===== config.mk =====
export PLATFORM = sky130hd
export DESIGN_NAME = board_renderer
export DESIGN_NICKNAME = d
export VERILOG_FILES = /design/src/rtl/board_renderer.sv
export SDC_FILE = /design/constraint.sdc
export NUM_CORES = 1
export LEC_CHECK = 0
export ABC_AREA = 0
export CORE_AREA = 5 5 92 60
export CTS_CLUSTER_SIZE = 20
export DETAILED_ROUTE_END_ITERATION = 10
export DIE_AREA = 0 0 97 65
export GPL_ROUTABILITY_DRIVEN = 0
export HOLD_SLACK_MARGIN = 0.12
export PLACE_DENSITY = 0.82
export SYNTH_ARGS = -nofsm -noshare
export SYNTH_HDL_FRONTEND = slang
export SYNTH_SLANG_ARGS = --single-unit

===== constraint.sdc =====
create_clock -name CLOCK_50 -period 4.6 [get_ports CLOCK_50]
set_input_delay 1.15 -clock CLOCK_50 [delete_from_list [all_inputs] [get_ports CLOCK_50]]
set_output_delay 1.15 -clock CLOCK_50 [all_outputs]
set_load 0.005 [all_outputs]

===== src/rtl/board_renderer.sv =====
// Scans the 10x20 board RAM and paints each cell as a CELL x CELL block of pixel writes for vga_adapter.
// Per cell: FETCH, LATCH, then CELL*CELL DRAW cycles with one write each; no backpressure, start is ignored while busy.
module board_renderer #(
  parameter int         BOARD_W    = 10,
  parameter int         BOARD_H    = 20,
  parameter int         CELL       = 5,
  parameter int         X0         = 55,
  parameter int         Y0         = 10,
  parameter logic [8:0] BG_COLOR   = 9'o000,
  parameter logic [8:0] EDGE_COLOR = 9'o222
) (
  input  logic       CLOCK_50,
  input  logic       reset,
  input  logic       start,
  output logic [7:0] cell_addr,
  input  logic [2:0] cell_data,
  output logic [7:0] x,
  output logic [6:0] y,
  output logic [8:0] color,
  output logic       write,
  output logic       busy,
  output logic       done
);

  localparam int CW = (BOARD_W > 1) ? $clog2(BOARD_W) : 1;
  localparam int RW = (BOARD_H > 1) ? $clog2(BOARD_H) : 1;
  localparam int PW = (CELL > 1)    ? $clog2(CELL)    : 1;

  localparam logic [CW-1:0] COL_LAST = CW'(BOARD_W - 1);
  localparam logic [RW-1:0] ROW_LAST = RW'(BOARD_H - 1);
  localparam logic [PW-1:0] PIX_LAST = PW'(CELL - 1);

  typedef enum logic [2:0] {
    S_IDLE,
    S_FETCH,
    S_LATCH,
    S_DRAW,
    S_DONE
  } state_t;

  state_t        r_state;
  state_t        w_next;
  logic [CW-1:0] r_col;
  logic [RW-1:0] r_row;
  logic [PW-1:0] r_px;
  logic [PW-1:0] r_py;
  logic [2:0]    r_cell;

  logic          w_px_last;
  logic          w_py_last;
  logic          w_col_last;
  logic          w_row_last;
  logic          w_edge;
  logic [8:0]    w_pix_color;
  logic [7:0]    w_x;
  logic [6:0]    w_y;

  function automatic logic [8:0] palette(input logic [2:0] code);
    case (code)
      3'd1:    palette = 9'o077;
      3'd2:    palette = 9'o770;
      3'd3:    palette = 9'o507;
      3'd4:    palette = 9'o070;
      3'd5:    palette = 9'o700;
      3'd6:    palette = 9'o007;
      3'd7:    palette = 9'o740;
      default: palette = BG_COLOR;
    endcase
  endfunction

  assign w_px_last  = (r_px == PIX_LAST);
  assign w_py_last  = (r_py == PIX_LAST);
  assign w_col_last = (r_col == COL_LAST);
  assign w_row_last = (r_row == ROW_LAST);

  assign w_edge      = (r_px == '0) || (r_py == '0) || w_px_last || w_py_last;
  assign w_pix_color = (r_cell == 3'd0) ? BG_COLOR :
                       (w_edge ? EDGE_COLOR : palette(r_cell));

  assign w_x = 8'(X0 + int'(r_col) * CELL + int'(r_px));
  assign w_y = 7'(Y0 + int'(r_row) * CELL + int'(r_py));

  // Counters sit at zero in IDLE, so the address reads 0 there without a mux.
  assign cell_addr = 8'(int'(r_row) * BOARD_W + int'(r_col));

  always_ff @(posedge CLOCK_50) begin
    if (reset) begin
      r_state <= S_IDLE;
    end else begin
      r_state <= w_next;
    end
  end

  always_comb begin
    w_next = r_state;
    write  = 1'b0;
    busy   = 1'b0;
    done   = 1'b0;
    x      = '0;
    y      = '0;
    color  = '0;
    case (r_state)
      S_IDLE: begin
        if (start) w_next = S_FETCH;
      end
      S_FETCH: begin
        busy   = 1'b1;
        w_next = S_LATCH;
      end
      S_LATCH: begin
        busy   = 1'b1;
        w_next = S_DRAW;
      end
      S_DRAW: begin
        busy  = 1'b1;
        write = 1'b1;
        x     = w_x;
        y     = w_y;
        color = w_pix_color;
        if (w_px_last && w_py_last) begin
          w_next = (w_col_last && w_row_last) ? S_DONE : S_FETCH;
        end
      end
      S_DONE: begin
        done   = 1'b1;
        w_next = S_IDLE;
      end
      default: w_next = S_IDLE;
    endcase
  end

  always_ff @(posedge CLOCK_50) begin
    if (reset) begin
      r_col  <= '0;
      r_row  <= '0;
      r_px   <= '0;
      r_py   <= '0;
      r_cell <= '0;
    end else begin
      case (r_state)
        S_LATCH: r_cell <= cell_data;
        S_DRAW: begin
          if (!w_px_last) begin
            r_px <= r_px + 1'b1;
          end else begin
            r_px <= '0;
            if (!w_py_last) begin
              r_py <= r_py + 1'b1;
            end else begin
              r_py <= '0;
              // Last cell wraps both counters so the next frame starts at (0,0).
              if (w_col_last) begin
                r_col <= '0;
                r_row <= w_row_last ? '0 : r_row + 1'b1;
              end else begin
                r_col <= r_col + 1'b1;
              end
            end
          end
        end
        default: ;
      endcase
    end
  end

endmodule


# Word level (Yosys, flattened, before mapping)
# Cells that the tools add are included.
# totals
reg_bits	21
output_inout_bits	35
inputBits	6
wordCells	66
# classes
mul	3
mux	17
reduce_logical	14
add_sub_neg	9
eq_ne	17
# op_table
operator	count
one-hot mux 9 bit (7 select lines)	1
two-way mux 9 bit	3
equality test 3 bit (second input constant)	7
two-way mux 3 bit	5
multiplier 5 x 3 -> 7 bit (second input constant)	2
equality test 3 x 2 -> 1 bit (second input constant)	4
logical NOT 3 bit	4
one-hot mux 3 bit (4 select lines)	1
adder 6 x 7 -> 8 bit (first input constant)	1
adder 8 x 3 -> 8 bit	1
adder 8 x 4 -> 8 bit	1
two-way mux 8 bit	1
adder 4 x 7 -> 7 bit (first input constant)	1
adder 7 x 3 -> 7 bit	1
multiplier 4 x 3 -> 7 bit (second input constant)	1
two-way mux 7 bit	1
adder 3 x 1 -> 3 bit (second input constant)	2
equality test 3 x 1 -> 1 bit (second input constant)	2
adder 5 x 1 -> 5 bit (second input constant)	1
equality test 5 bit (second input constant)	1
two-way mux 5 bit	1
adder 4 x 1 -> 4 bit (second input constant)	1
equality test 4 bit (second input constant)	1
two-way mux 4 bit	1
8 further kinds	15

# Logic depth before layout (Yosys ltp)
# logic_depth
ltp_word	7
ltp_mapped	10

# Least setup slack after synthesis
# No wires, ideal clock.
# synth_path
path_type	reg2out
start	register r_col[1]
end	output x[7]
required_ps	3450
setup_slack_ps	1025
arrival_ps	2425
path_buffers	0
stages_incl_launch_ff	9
path_cell_list	dfxtp_1 -> ha_1 -> ha_1 -> ha_1 -> ha_1 -> nor2b_1 -> o31a_1 -> or3_1 -> nand3_1
# synth_between
elab_chain_len	4
# synth_lines
element	line	source
start, declared	43	logic [CW-1:0] r_col;
start signal, assigned	156	r_col <= r_col + 1'b1;
multiplier 4 x 3 -> 7 bit	80	assign w_x = 8'(X0 + int'(r_col) * CELL + int'(r_px));
adder 6 x 7 -> 8 bit	80	
adder 8 x 3 -> 8 bit	80	
two-way mux 8 bit	102	case (r_state)
end, declared	17	output logic [7:0] x,
# No other way between the ends.

# Final worst setup path
# layout_path
start	register r_row[1]
end	output y[6]
# layout_between
elab_chain_len	4
# layout_lines
element	line	source
start, declared	44	logic [RW-1:0] r_row;
start signal, assigned	154	r_row <= w_row_last ? '0 : r_row + 1'b1;
multiplier 5 x 3 -> 7 bit	81	assign w_y = 7'(Y0 + int'(r_row) * CELL + int'(r_py));
adder 4 x 7 -> 7 bit	81	
adder 7 x 3 -> 7 bit	81	
two-way mux 7 bit	102	
end, declared	18	output logic [6:0] y,
# No other way between the ends.

==> flow_metrics.py <==
metrics = {
    "synth": {
        "synth.distinct_cells": 46,
        "synth_area_leaders": "ha_1 (21%), dfxtp_1 (18%), fa_1 (6.7%)",
        "synth_most_common_cell": "ha_1",
        "netlist_area_mm2": 0.002395,
        "synth_edf_count": 0,
        "postSynth.asyncResetShare": 0,
        "syn-num-nets": 349,
        "synth_seq_cells": 21,
        "synth_area_per_cell_um2": 8.146,
        "synth_largest_area_cell": "ha_1",
        "netlist_top_cells_count": "ha_1 (41), nor2_1 (35), inv_1 (30)",
        "yosysWarnings": 0,
        "synth_ff_type": "dfxtp_1",
        "ys_seq_area_frac": 0.1755,
        "synthCells": 294,
        "synthDominantCellAreaShare": 0.2142,
    },
    "layout": {
        "drive_gt1_frac": 0.05199,
        "fin_util": 0.6085,
        "antenna_cells": 0,
        "final_nets": 383,
        "areaGrowthSynthToFinish_pct": 20.17,
    },
    "die": {
        "io_pins": 41,
        "die_x_um": 97,
        "die_h_um": 65,
        "initial_core_util": 0.5063,
        "rows": 20,
        "core-area_mm2": 0.004730,
        "die_area_mm2": 0.006305,
    },
    "clock_network": {
        "cts_sinks": 21,
        "cts_tree": "built",
        "worst_skew_pair.late_latency_ns": 0.26,
        "cts_buffer_depth": 2,
        "cts_hold_buf": 0,
        "numCtsBuffers": 3,
        "clk_pin_slew_ns": 0.08,
        "root_buffer": "clkbuf_8",
        "cts_max_level": 1,
    },
    "setup_path": {
        "crit_required_ns": 3.45,
        "cp-start-kind": "flop",
        "max_stage_delay_ns": 0.53,
        "slowest_stage": "clkdlybuf4s50_1",
        "cp_top_family": "compound AO/OA/AOI/OAI gates",
        "crit_top_cell": "fa_1",
        "worst-path-max-fanout": 10,
        "end_kind": "output port",
        "cp_num_buf_inv": 1,
        "worstPathArrival_ns": 3.33,
        "path_class": "flop to output port",
        "rr_worst_depth": 5,
        "crit_cells": 8,
        "path_cells": "fa_1 > and2_1 > fa_1 > a211oi_1 > o21bai_1 > a2111o_1 > o21ai_0 > clkdlybuf4s50_1",
    },
    "timing": {
        "relSlewSlack": 0.4257,
        "setup_viol": 0,
        "setup_ws_ns": 0.1231,
        "tightest_slew_ns": 0.8588,
        "fmax_ghz": 0.2234,
        "finalCritPeriodShare": 0.9732,
        "rsz0062_at_grt": "false",
        "hold_violations": 0,
        "fin_hold_ws_ns": 0.5506,
        "post-route-min-period_ns": 4.477,
        "timing.setup.tns_ns": 0,
        "slew_viol_final": 0,
        "finClkSkew_ns": 0.0007481,
    },
    "route": {
        "wl_per_cell_um": 13.79,
        "viasPerCell": 5.384,
        "routed_wl_um": 5421,
        "first_pass_iters": 4,
        "vias": 2116,
        "drt_iter0_drc": 116,
        "antenna_left": 0,
        "drc_errors": 0,
    },
    "global_route": {
        "grt_pass1_wl_um": 9666,
        "grt_max_degree": 25,
        "grt_pass1_vias": 2056,
        "grt_usage": 0.1827,
        "overflow": 0,
        "antenna_found_initial": 0,
    },
    "placement": {
        "dpl_worst_slack_ns": 0.3091,
        "hpwlAfterDp_um": 4217,
        "port-buffer-count": 40,
    },
    "power_and_ir_drop": {
        "p_comb_frac": 0.122,
        "swShare": 0.2586,
        "finalPower_w": 0.0003608,
        "p_clk_frac": 0.347,
        "power.switching_w": 0.00009331,
        "powerDensity_mw_per_mm2": 125.4,
        "internal_power_w": 0.0002675,
        "power_frac_seq": 0.531,
        "p_leak_nw": 1.193,
        "peakVddDrop_v": 0.00009658,
    },
    "min_path": {
        "hp-class": "flop to flop",
        "worstHoldPathCells": 2,
    },
    "outcome": {
        "status": "finished clean",
    },
    "run": {
        "cap_violations": 0,
    },
}
[worst min-delay path, delay by kind of cell, from the launching register on]
kind / cells / cell delay [ns]
AO/OA/AOI/OAI: 1 / 0.05
flip-flops: 1 / 0.37
AND/OR/NAND/NOR: 1 / 0.09
[cell families (layout without fill, tap and decap cells)]
kind of cell               after synthesis  after routing  synth area share
muxes                                    7              7           0.02926
xor gates and xnor gates                19             19           0.06949
and+or+nand+nor                        101            101            0.2236
buffers and inverters                   43             76           0.07628
DFF                                     21             21            0.1755
adders and majority gates               49             49            0.2811
AOI/OAI and AO/OA                       54             54            0.1447
[flip-flops by register name, summed over array words and instances, names as in the netlist]
name / cells
r_col: 4
r_py: 3
r_px: 3
r_row: 5
r_state: 3
r_cell: 3
[routing by layer]
layer | track usage | part of all wire
met1 | 0.2585 | 0.51
met2 | 0.2947 | 0.45
met3 | 0.04301 | 0.044
met4 | 0.01576 | 0
met5 | 0 | 0
[placed cells by master (no fill, tap or decap), types with 7 or more instances in the layout]
cell and instances:
a21oi_1 17, clkdlybuf4s50_1 40, dfxtp_1 16, fa_1 7, ha_1 41, inv_1 30, mux2i_1 7, nand2_1 15
nor2_1 35, nor3_1 12, o21ai_0 12, xnor2_1 15
[metrics by stage]
step / cell area, um^2 / cells
4_1_cts: 2870 / 393
3_5_place_dp: 2823 / 389
3_3_place_gp: 2823 / 389
5_1_grt: 2878 / 393
2_1_floorplan: 2395 / 294
6_report: 2878 / 393
[worst paths after layout]
check | startpoint | endpoint | slack, ns
max reg2reg | r_state[2]$_SDFFE_PP0P_ | r_py[0]$_SDFFE_PP0P_ | 2.51
min | r_py[1]$_SDFFE_PP0P_ | r_py[1]$_SDFFE_PP0P_ | 0.55
min reg2reg | r_py[1]$_SDFFE_PP0P_ | r_py[1]$_SDFFE_PP0P_ | 0.55
max | r_row[1]$_SDFFE_PP0P_ | y[6] | 0.12
[timing repair]
item	in CTS	in global routing
gates cloned	0	0
buffers inserted	0	0
setup endpoints to repair	1	2
gates resized for setup	1	5
[power groups by stage]
stage | Clock (W) | Sequential [W] | Combinational, W
2_1_floorplan | 0 | 0.000192 | 0.0000301
3_3_place_gp | 0 | 0.000196 | 0.0000433
3_5_place_dp | 0 | 0.000196 | 0.0000443
4_1_cts | 0.000128 | 0.000192 | 0.0000447
5_1_grt | 0.000139 | 0.000193 | 0.0000504
6_report | 0.000125 | 0.000192 | 0.0000440
[cell type report]
cell class	instances	area (um^2)
fillers	394	1852
multi-input cells	230	1794
flip-flops and latches	21	426.7
repair buffers	42	415.4
inverters	30	112.6
well taps	66	82.58
clock buffers	3	41.29
clock inverters	1	5.005
Power figures use the tool's default switching activity.
